==> config.mk <==
export PLATFORM = sky130hd
export DESIGN_NAME = mmu_req_dispatch_flat
export DESIGN_NICKNAME = d
export VERILOG_FILES = /design/src/rtl/mmu_req_dispatch_if.sv /design/src/rtl/mmu_req_dispatch.sv /design/src/flat_wrapper.sv
export SDC_FILE = /design/constraint.sdc
export NUM_CORES = 1
export LEC_CHECK = 0
export CAP_MARGIN = 20
export CORE_MARGIN = 2
export CORE_UTILIZATION = 30
export CTS_CLUSTER_SIZE = 24
export DETAILED_ROUTE_END_ITERATION = 16
export DONT_BUFFER_PORTS = 1
export SETUP_SLACK_MARGIN = 0.3
export SKIP_LAST_GASP = 1
export SLEW_MARGIN = 20
export SYNTH_ARGS = -nofsm -noshare
export SYNTH_HDL_FRONTEND = slang
export SYNTH_SLANG_ARGS = --single-unit
==> constraint.sdc <==
create_clock -name clk -period 5.6 [get_ports clk]
set_input_delay 0.56 -clock clk [delete_from_list [all_inputs] [get_ports clk]]
set_output_delay 0.56 -clock clk [all_outputs]
set_load 0.03 [all_outputs]
==> src/rtl/mmu_req_dispatch_if.sv <==
// Bundles the request-FIFO, core and reject channels of the MMU request dispatcher.
// master = the dispatcher, slave = the FIFOs and consumers around it.
interface mmu_req_dispatch_if #(
  parameter int unsigned ID_W   = 13,
  parameter int unsigned SIZE_W = 12,
  parameter int unsigned FR_W   = 2
);
  logic              alloc_fifo_not_empty;
  logic              alloc_fifo_pop;
  logic [ID_W-1:0]   alloc_fifo_id;
  logic [SIZE_W-1:0] alloc_fifo_page_count;

  logic              free_fifo_not_empty;
  logic              free_fifo_pop;
  logic [ID_W-1:0]   free_fifo_id;
  logic [SIZE_W-1:0] free_fifo_page_idx;
  logic [SIZE_W-1:0] free_fifo_page_count;

  logic              core_valid;
  logic              core_ready;
  logic              core_op;
  logic [ID_W-1:0]   core_id;
  logic [SIZE_W-1:0] core_page_idx;
  logic [1:0]        core_order;

  logic              rej_valid;
  logic              rej_ready;
  logic              rej_op;
  logic [ID_W-1:0]   rej_id;
  logic [FR_W-1:0]   rej_reason;

  modport master (
    input  alloc_fifo_not_empty, alloc_fifo_id, alloc_fifo_page_count,
    output alloc_fifo_pop,
    input  free_fifo_not_empty, free_fifo_id, free_fifo_page_idx, free_fifo_page_count,
    output free_fifo_pop,
    output core_valid, core_op, core_id, core_page_idx, core_order,
    input  core_ready,
    output rej_valid, rej_op, rej_id, rej_reason,
    input  rej_ready
  );

  modport slave (
    output alloc_fifo_not_empty, alloc_fifo_id, alloc_fifo_page_count,
    input  alloc_fifo_pop,
    output free_fifo_not_empty, free_fifo_id, free_fifo_page_idx, free_fifo_page_count,
    input  free_fifo_pop,
    input  core_valid, core_op, core_id, core_page_idx, core_order,
    output core_ready,
    input  rej_valid, rej_op, rej_id, rej_reason,
    output rej_ready
  );
endinterface

==> src/rtl/mmu_req_dispatch.sv <==
// Round-robin dispatcher from the alloc/free request FIFOs to the allocator core.
// Normalises page count to an order and validates free requests; illegal ones go to the reject channel.
module mmu_req_dispatch #(
  parameter int unsigned ID_W     = 13,
  parameter int unsigned SIZE_W   = 12,
  parameter int unsigned FR_W     = 2,
  parameter int unsigned PAGE_NUM = 3276
) (
  input  logic              clk,
  input  logic              rst_n,
  mmu_req_dispatch_if.master bus
);

  localparam int unsigned SUM_W = SIZE_W + 1;

  localparam logic [FR_W-1:0] FR_NONE  = FR_W'(0);
  localparam logic [FR_W-1:0] FR_SIZE  = FR_W'(1);
  localparam logic [FR_W-1:0] FR_RANGE = FR_W'(2);
  localparam logic [FR_W-1:0] FR_ALIGN = FR_W'(3);

  typedef enum logic [2:0] {
    S_IDLE,
    S_POP,
    S_CHECK,
    S_ISSUE,
    S_REJECT
  } state_t;

  state_t state;
  logic   last_grant;   // 1 = free side served last
  logic   grant_free;

  logic              grant_c;
  logic              any_req_c;
  logic [ID_W-1:0]   sel_id_c;
  logic [SIZE_W-1:0] sel_idx_c;
  logic [SIZE_W-1:0] sel_count_c;
  logic [1:0]        chk_order_c;
  logic [SUM_W-1:0]  chk_span_c;
  logic [SUM_W-1:0]  chk_end_c;
  logic [SIZE_W-1:0] chk_mask_c;
  logic [FR_W-1:0]   chk_reason_c;

  // Arbitration: a tie goes to the side not served last time.
  always_comb begin
    any_req_c = bus.alloc_fifo_not_empty | bus.free_fifo_not_empty;
    if (bus.alloc_fifo_not_empty && bus.free_fifo_not_empty) begin
      grant_c = ~last_grant;
    end else begin
      grant_c = bus.free_fifo_not_empty;
    end
  end

  // Order normalisation and legality of the popped request.
  always_comb begin
    sel_id_c     = grant_free ? bus.free_fifo_id : bus.alloc_fifo_id;
    sel_idx_c    = grant_free ? bus.free_fifo_page_idx : '0;
    sel_count_c  = grant_free ? bus.free_fifo_page_count : bus.alloc_fifo_page_count;
    chk_order_c  = 2'd0;
    chk_reason_c = FR_NONE;

    if (sel_count_c == '0 || sel_count_c > SIZE_W'(8)) begin
      chk_reason_c = FR_SIZE;
    end else if (sel_count_c > SIZE_W'(4)) begin
      chk_order_c = 2'd3;
    end else if (sel_count_c > SIZE_W'(2)) begin
      chk_order_c = 2'd2;
    end else if (sel_count_c == SIZE_W'(2)) begin
      chk_order_c = 2'd1;
    end

    chk_span_c = SUM_W'(1) << chk_order_c;
    chk_end_c  = SUM_W'(sel_idx_c) + chk_span_c;
    chk_mask_c = SIZE_W'(chk_span_c - SUM_W'(1));

    if (chk_reason_c == FR_NONE && grant_free) begin
      if (SUM_W'(sel_idx_c) >= SUM_W'(PAGE_NUM)) begin
        chk_reason_c = FR_RANGE;
      end else if (chk_end_c > SUM_W'(PAGE_NUM)) begin
        chk_reason_c = FR_RANGE;
      end else if ((sel_idx_c & chk_mask_c) != '0) begin
        chk_reason_c = FR_ALIGN;
      end
    end
  end

  // Control FSM with registered pops and channel payloads.
  always_ff @(posedge clk or negedge rst_n) begin
    if (!rst_n) begin
      state              <= S_IDLE;
      last_grant         <= 1'b1;
      grant_free         <= 1'b0;
      bus.alloc_fifo_pop <= 1'b0;
      bus.free_fifo_pop  <= 1'b0;
      bus.core_valid     <= 1'b0;
      bus.core_op        <= 1'b0;
      bus.core_id        <= '0;
      bus.core_page_idx  <= '0;
      bus.core_order     <= 2'd0;
      bus.rej_valid      <= 1'b0;
      bus.rej_op         <= 1'b0;
      bus.rej_id         <= '0;
      bus.rej_reason     <= FR_NONE;
    end else begin
      case (state)
        S_IDLE: begin
          if (any_req_c) begin
            grant_free         <= grant_c;
            last_grant         <= grant_c;
            bus.alloc_fifo_pop <= ~grant_c;
            bus.free_fifo_pop  <= grant_c;
            state              <= S_POP;
          end
        end
        S_POP: begin
          bus.alloc_fifo_pop <= 1'b0;
          bus.free_fifo_pop  <= 1'b0;
          state              <= S_CHECK;
        end
        S_CHECK: begin
          if (chk_reason_c == FR_NONE) begin
            bus.core_valid    <= 1'b1;
            bus.core_op       <= grant_free;
            bus.core_id       <= sel_id_c;
            bus.core_page_idx <= sel_idx_c;
            bus.core_order    <= chk_order_c;
            state             <= S_ISSUE;
          end else begin
            bus.rej_valid  <= 1'b1;
            bus.rej_op     <= grant_free;
            bus.rej_id     <= sel_id_c;
            bus.rej_reason <= chk_reason_c;
            state          <= S_REJECT;
          end
        end
        S_ISSUE: begin
          if (bus.core_ready) begin
            bus.core_valid <= 1'b0;
            state          <= S_IDLE;
          end
        end
        S_REJECT: begin
          if (bus.rej_ready) begin
            bus.rej_valid <= 1'b0;
            state         <= S_IDLE;
          end
        end
        default: begin
          state <= S_IDLE;
        end
      endcase
    end
  end

endmodule

==> src/flat_wrapper.sv <==
// flat-port wrapper written by rule: the top's interface ports become plain ports
module mmu_req_dispatch_flat 
#(
  parameter int unsigned ID_W     = 13,
  parameter int unsigned SIZE_W   = 12,
  parameter int unsigned FR_W     = 2,
  parameter int unsigned PAGE_NUM = 3276
)
  (clk, rst_n, bus_alloc_fifo_not_empty, bus_alloc_fifo_id, bus_alloc_fifo_page_count, bus_alloc_fifo_pop, bus_free_fifo_not_empty, bus_free_fifo_id, bus_free_fifo_page_idx, bus_free_fifo_page_count, bus_free_fifo_pop, bus_core_valid, bus_core_op, bus_core_id, bus_core_page_idx, bus_core_order, bus_core_ready, bus_rej_valid, bus_rej_op, bus_rej_id, bus_rej_reason, bus_rej_ready);
  mmu_req_dispatch_if #(.ID_W(ID_W), .SIZE_W(SIZE_W), .FR_W(FR_W)) bus_i ();
  input  logic clk;
  input  logic rst_n;
  input wire logic [$bits(bus_i.alloc_fifo_not_empty)-1:0] bus_alloc_fifo_not_empty;
  input wire logic [$bits(bus_i.alloc_fifo_id)-1:0] bus_alloc_fifo_id;
  input wire logic [$bits(bus_i.alloc_fifo_page_count)-1:0] bus_alloc_fifo_page_count;
  output wire logic [$bits(bus_i.alloc_fifo_pop)-1:0] bus_alloc_fifo_pop;
  input wire logic [$bits(bus_i.free_fifo_not_empty)-1:0] bus_free_fifo_not_empty;
  input wire logic [$bits(bus_i.free_fifo_id)-1:0] bus_free_fifo_id;
  input wire logic [$bits(bus_i.free_fifo_page_idx)-1:0] bus_free_fifo_page_idx;
  input wire logic [$bits(bus_i.free_fifo_page_count)-1:0] bus_free_fifo_page_count;
  output wire logic [$bits(bus_i.free_fifo_pop)-1:0] bus_free_fifo_pop;
  output wire logic [$bits(bus_i.core_valid)-1:0] bus_core_valid;
  output wire logic [$bits(bus_i.core_op)-1:0] bus_core_op;
  output wire logic [$bits(bus_i.core_id)-1:0] bus_core_id;
  output wire logic [$bits(bus_i.core_page_idx)-1:0] bus_core_page_idx;
  output wire logic [$bits(bus_i.core_order)-1:0] bus_core_order;
  input wire logic [$bits(bus_i.core_ready)-1:0] bus_core_ready;
  output wire logic [$bits(bus_i.rej_valid)-1:0] bus_rej_valid;
  output wire logic [$bits(bus_i.rej_op)-1:0] bus_rej_op;
  output wire logic [$bits(bus_i.rej_id)-1:0] bus_rej_id;
  output wire logic [$bits(bus_i.rej_reason)-1:0] bus_rej_reason;
  input wire logic [$bits(bus_i.rej_ready)-1:0] bus_rej_ready;
  assign bus_i.alloc_fifo_not_empty = bus_alloc_fifo_not_empty;
  assign bus_i.alloc_fifo_id = bus_alloc_fifo_id;
  assign bus_i.alloc_fifo_page_count = bus_alloc_fifo_page_count;
  assign bus_alloc_fifo_pop = bus_i.alloc_fifo_pop;
  assign bus_i.free_fifo_not_empty = bus_free_fifo_not_empty;
  assign bus_i.free_fifo_id = bus_free_fifo_id;
  assign bus_i.free_fifo_page_idx = bus_free_fifo_page_idx;
  assign bus_i.free_fifo_page_count = bus_free_fifo_page_count;
  assign bus_free_fifo_pop = bus_i.free_fifo_pop;
  assign bus_core_valid = bus_i.core_valid;
  assign bus_core_op = bus_i.core_op;
  assign bus_core_id = bus_i.core_id;
  assign bus_core_page_idx = bus_i.core_page_idx;
  assign bus_core_order = bus_i.core_order;
  assign bus_i.core_ready = bus_core_ready;
  assign bus_rej_valid = bus_i.rej_valid;
  assign bus_rej_op = bus_i.rej_op;
  assign bus_rej_id = bus_i.rej_id;
  assign bus_rej_reason = bus_i.rej_reason;
  assign bus_i.rej_ready = bus_rej_ready;
  mmu_req_dispatch #(.ID_W(ID_W), .SIZE_W(SIZE_W), .FR_W(FR_W), .PAGE_NUM(PAGE_NUM)) u_core (.clk(clk), .rst_n(rst_n), .bus(bus_i));
endmodule
==> results of run 1 <==
## worst reg2reg max path: cells and delay by family, from the launching register on
family	cells	cell delay, ns
simple gates	6	2.67
compound gates	6	1.51
flops	1	0.49
fa+ha+maj	1	0.16
buf+inv	1	0.13
## power by group through the flow
| stage | combinational, W | sequential [W] | clock [W] |
|---|---|---|---|
| 2_1_floorplan | 0.000583 | 0.000921 | 0 |
| 3_3_place_gp | 0.000664 | 0.000985 | 0 |
| 3_5_place_dp | 0.000682 | 0.000988 | 0 |
| 4_1_cts | 0.000695 | 0.000981 | 0.000278 |
| 5_1_grt | 0.000772 | 0.000998 | 0.000302 |
| 6_report | 0.000690 | 0.000975 | 0.000272 |
## per-stage QoR
step	cells	hold WS (ns)	utilization	setup slack, ns
floorplan	302	0.264	-	0.767
global placement	426	0.266	0.323	0.558
detailed placement	426	0.266	0.323	0.386
CTS	435	0.0818	0.338	0.430
global route	435	0.0676	0.339	0.289
finish	435	0.0966	0.339	0.561
## flip-flops by register name, indices dropped and copies added, names as in the netlist
signal                     cells
u_core.bus.alloc_fifo_pop      1
u_core.bus.core_id            13
u_core.bus.core_op             1
u_core.bus.core_order          2
u_core.bus.core_page_idx      12
u_core.bus.core_valid          1
u_core.bus.free_fifo_pop       1
u_core.bus.rej_id             13
u_core.bus.rej_op              1
u_core.bus.rej_reason          2
u_core.bus.rej_valid           1
u_core.grant_free              1
u_core.last_grant              1
u_core.state                   3
## repair_timing
item / CTS / global route
resized for setup: 0 / 2
hold buffers: 1 / 0
setup endpoints to repair: 0 / 24
endpoints found under the hold margin: 52 / 0
## Yosys cell counts, types with 2 or more instances
cell      instances  area share
nand3_1           8       0.013
a22oi_1           3      0.0074
or4_1             4      0.0099
a31oi_1           3      0.0062
nor3b_1           2      0.0049
o21ai_0          11       0.018
or3_1             2      0.0041
a22o_1           12       0.034
nand2_1          35       0.043
a211oi_1          2      0.0049
nor3_1            6      0.0099
nor3_2            2      0.0066
o21bai_1          2      0.0049
o22a_1           26       0.075
a21oi_1          13       0.021
ha_1              7       0.029
dfrtp_1          52        0.43
clkbuf_1          7      0.0086
o22ai_1           2      0.0041
nor3_4            2       0.011
mux2_2            4       0.015
inv_1             9       0.011
mux2i_1          15       0.049
nor4_1            4      0.0082
buf_2             3      0.0049
a21o_1            4      0.0099
o31ai_1           3      0.0074
buf_1             2      0.0025
and2_1            5       0.010
buf_6             3       0.011
nand2b_1          5       0.010
nor2b_1           4      0.0082
xor2_1            2      0.0058
or3_4             2      0.0074
nor2_1           11       0.014
o211ai_1          3      0.0074
## cell type report
class	instances	area [um2]
Timing Repair Buffer	7	72.6
Clock inverter	1	30.0
Clock buffer	7	86.3
Tap cell	133	166
Inverter	9	33.8
Multi-Input combinational cell	225	1610
Fill cell	1028	6490
Sequential cell	53	1330
## layout by cell type, fill, tap and decap left out, types with 6 or more instances in the layout
master,netlist,routed
clkbuf_8,0,6
o21ai_0,11,11
inv_1,9,9
ha_1,7,7
a22o_1,12,12
nand2_1,35,35
a21oi_1,13,13
o22a_1,26,26
dfrtp_1,52,52
nor2_1,11,11
nor3_1,6,6
buf_4,0,6
nand3_1,8,8
mux2i_1,15,15
## path summary, 6_finish.rpt
check	start	end	slack, ns	depth (start not counted)
max	u_core.grant_free$_DFFE_PN0P_	u_core.bus.core_page_idx[2]$_DFFE_PN0P_	0.56	14
min	rst_n	u_core.last_grant$_DFFE_PN1P_	0.1	0
max reg2reg	u_core.grant_free$_DFFE_PN0P_	u_core.bus.core_page_idx[2]$_DFFE_PN0P_	0.56	14
min reg2reg	u_core.state[2]$_DFFE_PN0P_	u_core.state[0]$_DFFE_PN0P_	0.52	1
max in group asynchronous	rst_n	u_core.state[1]$_DFFE_PN0P_	5.27	1
min in group clk	bus_free_fifo_page_idx[3]	u_core.bus.core_page_idx[3]$_DFFE_PN0P_	0.38	1
## routing by layer
layer,GRT usage,vias to the layer above,part of all wire
met1,0.191,1154,0.43
met4,0.0295,0,0.0056
met3,0.0418,5,0.078
met2,0.237,78,0.48
met5,0,-,0
li1,-,1125,-
## logic make-up (layout without fill, tap and decap cells)
| group | Yosys count | after routing | share of synthesized area |
|---|---|---|---|
| flip-flops | 53 | 53 | 0.436 |
| buffers and inverters | 24 | 24 | 0.0382 |
| XOR/XNOR | 2 | 2 | 0.00575 |
| AND/OR/NAND/NOR | 102 | 102 | 0.191 |
| adder cells (fa/ha/maj) | 8 | 8 | 0.0353 |
| AO/OA/AOI/OAI | 93 | 93 | 0.227 |
| multiplexers | 20 | 20 | 0.0678 |
==> metrics.md, run 1 <==
| Metric | Value |
|---|---|
| CP arrival | 5.24 ns |
| Crit. End Element | flop |
| Post-synth top flop | dfrtp_1 |
| Final nets | 377 |
| Seq pwr share | 0.503 |
| P&R area growth vs syn | 9.32% |
| Ratio of total power to cell area | 582 nW/um2 |
| Htree depth | 2 |
| CP Cell Sequence | or4_1 -> and3_4 -> or3_4 -> or4_1 -> inv_1 -> ha_1 -> a21oi_1 -> o21ai_0 -> o21ai_0 -> a22oi_1 -> o21ai_0 -> or2_1 -> or3_4 -> a22o_1 |
| Vias/cell | 5.43 |
| Mapped Cells | 302 |
| Max Fanout on Critical Path | 13 |
| Sink Count | 53 |
| # rows | 36 |
| Die footprint | 11000 um2 |
| Worst-path clk slew | 0.10 ns |
| Most used cell, CP | o21ai_0 |
| Port bufs | 0 |
| TritonCTS Buffers | 5 |
| Combinational share of power | 0.356 |
| First-pass GRT wire length | 12.6 mm |
| Tmin final | 5.04 ns |
| Post-CTS setup buffer count | 0 |
| Lkg Pwr | 1.39 nW |
| Wire per inst | 18.6 um |
| Synthesized cell area | 3050 um2 |
| Max Buffers Root-to-Sink | 2 |
| Clk root buf | clkbuf_8 |
| Status | completed |
| Total power | 0.00194 W |
| Initial Util | 0.310 |
| RePlAce Congestion | 0.843 |
| Clock skew | 0.0117 ns |
| Mapped Nets | 378 |
| DRT iter0 DRCs | 113 |
| Async set-or-reset flop fraction in the synthesized netlist | 1.00 |
| Critical Path RT | 5.80 ns |
| Period Utilization, post-route | 0.900 |
| Post-Syn Area per Cell | 10.1 um2 |
| Max Cap Viol | 0 |
| Vias in the first global route | 2367 |
| Die Y | 105 um |
| Placed inst area | 3180 um2 |
| Post-synth cell types | 58 |
| GRT Total Usage | 0.145 |
| I/O pins | 116 |
| Routed WL | 8.08 mm |
| CTS tree | done |
| Die width | 105 um |
| Endpoints failing setup | 0 |
| Sw frac | 0.485 |
| Yosys reg bits | 53 |
| Worst Max-Slew Pin Slew | 0.748 ns |
| Estimated wirelength of the detail-placed design | 6.06 mm |
| Pint | 0.000998 W |
| Switching pwr | 0.000939 W |
| Worst slew margin | 0.497 |
| Drt first pass iters | 4 |
| Worst setup SP type | flop |
| Antenna viol nets, final | 0 |
| Total gr overflow | 0 |
| EDFF count, synth | 0 |
| Clk_lat worst skew | 0.31 ns |
| Number of diodes | 0 |
| Max-slew violation count | 0 |
| Largest net degree at the start of global routing | 53 |
| CP top delay family | simple AND/OR/NAND/NOR gates |
| CP max stage cell | or4_1 |
| Sequential area share after synthesis | 0.436 |
| Clock share of power | 0.140 |
| Largest stage delay on the critical path | 0.57 ns |
| Routed vias | 2362 |
| Hold Fails Final Rpt | 0 |
| Peak VDD IR | 208 uV |
| Drc violations | 0 |
| Post-Route Setup TNS | 0 ns |
| Antenna violations before repair | 0 |
| HP Class | primary input to async pin |
| Fmax | 198 MHz |
| Ratio of cells with drive above 1 in the final layout | 0.103 |
| Design Area, Final | 3330 um2 |
| Core Box Area | 9820 um2 |
| RSZ-0062 raised after global routing | true |
| Critical path type | flop to flop |
| Yosys warnings | 0 |
| WP buf/inv | 1 |
Power figures use the tool's default switching activity.
==> inputs of run 2 (changes only) <==
--- a/config.mk
+++ b/config.mk
@@ -11,6 +11,7 @@
 export CTS_CLUSTER_SIZE = 24
 export DETAILED_ROUTE_END_ITERATION = 16
 export DONT_BUFFER_PORTS = 1
+export RECOVER_POWER = 50
 export SETUP_SLACK_MARGIN = 0.3
 export SKIP_LAST_GASP = 1
 export SLEW_MARGIN = 20
==> metrics.md, run 2 (synthesized netlist as in run 1, its figures left out) <==
| Metric | Value |
|---|---|
| Number of diodes | 0 (unchanged) |
| FF-to-FF setup slack | 0.60 ns (was 0.56 ns) |
| I/O pins | 116 (unchanged) |
| CP top delay family | simple AND/OR/NAND/NOR gates (unchanged) |
| Worst slew margin | -0.843 (was 0.497) |
| Critical Path RT | 5.80 ns (about the same) |
| Combinational share of power | 0.356 (about the same) |
| Critical path type | flop to flop (unchanged) |
| Most frequent cells in the layout | dfrtp_1 (52), nand2_1 (35), o22a_1 (26), mux2i_1 (15), a21oi_1 (13) (unchanged) |
| Status | complete, but fails checks (was completed) |
| Switching pwr | 0.000937 W (was 0.000939 W) |
| Clock skew | 0.0112 ns (was 0.0117 ns) |
| Most used cell, CP | o21ai_0 (unchanged) |
| Most common cell after layout, fill and taps aside | dfrtp_1 (unchanged) |
| Largest registers | u_core.bus.core_id (13), u_core.bus.rej_id (13), u_core.bus.core_page_idx (12) (unchanged) |
| Post-CTS setup buffer count | 0 (unchanged) |
| Endpoints failing setup | 0 (unchanged) |
| Worst Max-Slew Pin Slew | 2.76 ns (was 0.748 ns) |
| Wire per inst | 18.5 um (was 18.6 um) |
| TritonCTS Buffers | 5 (unchanged) |
| Drc violations | 0 (unchanged) |
| Initial Util | 0.310 (unchanged) |
| Max-slew violation count | 53 (was 0) |
| Placed inst area | 3180 um2 (unchanged) |
| Die width | 105 um (unchanged) |
| Total gr overflow | 0 (unchanged) |
| WP buf/inv | 1 (unchanged) |
| Max Fanout on Critical Path | 13 (unchanged) |
| Clk root buf | clkbuf_8 (unchanged) |
| Post-route setup slack | 0.601 ns (was 0.561 ns) |
| Dpl ws | 0.386 ns (unchanged) |
| RePlAce Congestion | 0.843 (unchanged) |
| Post-Route Setup TNS | 0 ns (unchanged) |
| Period Utilization, post-route | 0.893 (was 0.900) |
| Peak VDD IR | 208 uV (about the same) |
| Largest stage delay on the critical path | 0.57 ns (about the same) |
| RSZ-0062 raised after global routing | true (unchanged) |
| Die Y | 105 um (unchanged) |
| Htree depth | 2 (unchanged) |
| Worst-path clk slew | 0.10 ns (about the same) |
| Clk_lat worst skew | 0.30 ns (was 0.31 ns) |
| Seq pwr share | 0.504 (was 0.503) |
| Pint | 0.000996 W (was 0.000998 W) |
| Ratio of total power to cell area | 584 nW/um2 (was 582 nW/um2) |
| Die footprint | 11000 um2 (unchanged) |
| # rows | 36 (unchanged) |
| Max Cap Viol | 1 (was 0) |
| Drt first pass iters | 4 (unchanged) |
| Antenna violations before repair | 0 (unchanged) |
| Final nets | 377 (unchanged) |
| CP Cell Sequence | or4_1 -> and3_4 -> or3_4 -> or4_1 -> inv_1 -> ha_1 -> a21oi_1 -> o21ai_0 -> o21ai_0 -> a22oi_1 -> o21ai_0 -> or2_1 -> or3_4 -> a22o_1 (unchanged) |
| Hold Fails Final Rpt | 0 (unchanged) |
| HP Class | primary input to async pin (unchanged) |
| Max Buffers Root-to-Sink | 2 (unchanged) |
| CTS tree | done (unchanged) |
| Estimated wirelength of the detail-placed design | 6.06 mm (unchanged) |
| Fillers | 1032 (was 1028) |
| Antenna viol nets, final | 0 (unchanged) |
| Largest net degree at the start of global routing | 53 (unchanged) |
| Fmax | 200 MHz (was 198 MHz) |
| Crit. End Element | flop (unchanged) |
| Tmin final | 5.00 ns (was 5.04 ns) |
| Failing checks | max-capacitance violations, max-slew violations |
| P&R area growth vs syn | 8.54% (was 9.32%) |
| Clock share of power | 0.140 (about the same) |
| Routed vias | 2375 (was 2362) |
| GRT Total Usage | 0.145 (unchanged) |
| Vias/cell | 5.46 (was 5.43) |
| Lkg Pwr | 1.37 nW (was 1.39 nW) |
| Sw frac | 0.485 (about the same) |
| Worst setup SP type | flop (unchanged) |
| Core Box Area | 9820 um2 (unchanged) |
| CP arrival | 5.20 ns (was 5.24 ns) |
| Vias in the first global route | 2367 (unchanged) |
| Sink Count | 53 (unchanged) |
| First-pass GRT wire length | 12.6 mm (unchanged) |
| CP max stage cell | or4_1 (unchanged) |
| Design Area, Final | 3310 um2 (was 3330 um2) |
| DRT iter0 DRCs | 117 (was 113) |
| Ratio of cells with drive above 1 in the final layout | 0.0993 (was 0.103) |
| Port bufs | 0 (unchanged) |
| Routed WL | 8.06 mm (was 8.08 mm) |
[run 2: worst paths after layout]
check                                         startpoint                                      end  cells after the start
min reg2reg                  u_core.state[2]$_DFFE_PN0P_              u_core.state[0]$_DFFE_PN0P_                      1
max reg2reg                u_core.grant_free$_DFFE_PN0P_  u_core.bus.core_page_idx[2]$_DFFE_PN0P_                     14
min                                                rst_n            u_core.last_grant$_DFFE_PN1P_                      0
max in group asynchronous                          rst_n              u_core.state[1]$_DFFE_PN0P_                      1
max                        u_core.grant_free$_DFFE_PN0P_  u_core.bus.core_page_idx[2]$_DFFE_PN0P_                     14
min in group clk               bus_free_fifo_page_idx[8]  u_core.bus.core_page_idx[8]$_DFFE_PN0P_                      1
[run 2: metrics by stage]
stage          utilization  hold slack (ns)  power (W)  std cells
2_1_floorplan            -            0.264    0.00150        302
3_3_place_gp         0.323            0.266    0.00165        426
3_5_place_dp         0.323            0.266    0.00167        426
4_1_cts              0.338           0.0818    0.00195        435
5_1_grt              0.337           0.0671    0.00207        435
6_report             0.337           0.0974    0.00193        435
[run 2: power groups by stage]
| stage | clock network [W] | registers [W] | logic, W |
|---|---|---|---|
| final | 0.000270 | 0.000975 | 0.000688 |
| after global placement | 0 | 0.000985 | 0.000664 |
| after CTS | 0.000278 | 0.000981 | 0.000695 |
| after detailed placement | 0 | 0.000988 | 0.000682 |
| after global routing | 0.000302 | 0.000998 | 0.000769 |
| after floorplan | 0 | 0.000921 | 0.000583 |
[run 2: layout make-up]
cell class	count	area [um2]	area share
clock inverter	1	30.0	0.00908
timing repair buffer	7	48.8	0.0148
inverter	9	33.8	0.0102
sequential	53	1330	0.401
multi-input combinational	225	1610	0.488
tap	133	166	0.0503
clock buffer	7	86.3	0.0261
[run 2: timing repair]
item / 4_1_cts / 5_1_grt
hold buffers: 1 / 0
gates resized for setup: 0 / 2
setup endpoints to repair: 0 / 24
endpoints found under the hold margin: 52 / 0
[run 2: per-layer routing]
layer | global-route usage | part of all wire | vias to the layer above
met2 | 0.237 | 0.49 | 84
met3 | 0.0418 | 0.070 | 5
met1 | 0.191 | 0.44 | 1162
met5 | 0 | 0 | -
li1 | - | - | 1124
met4 | 0.0295 | 0.0056 | 0
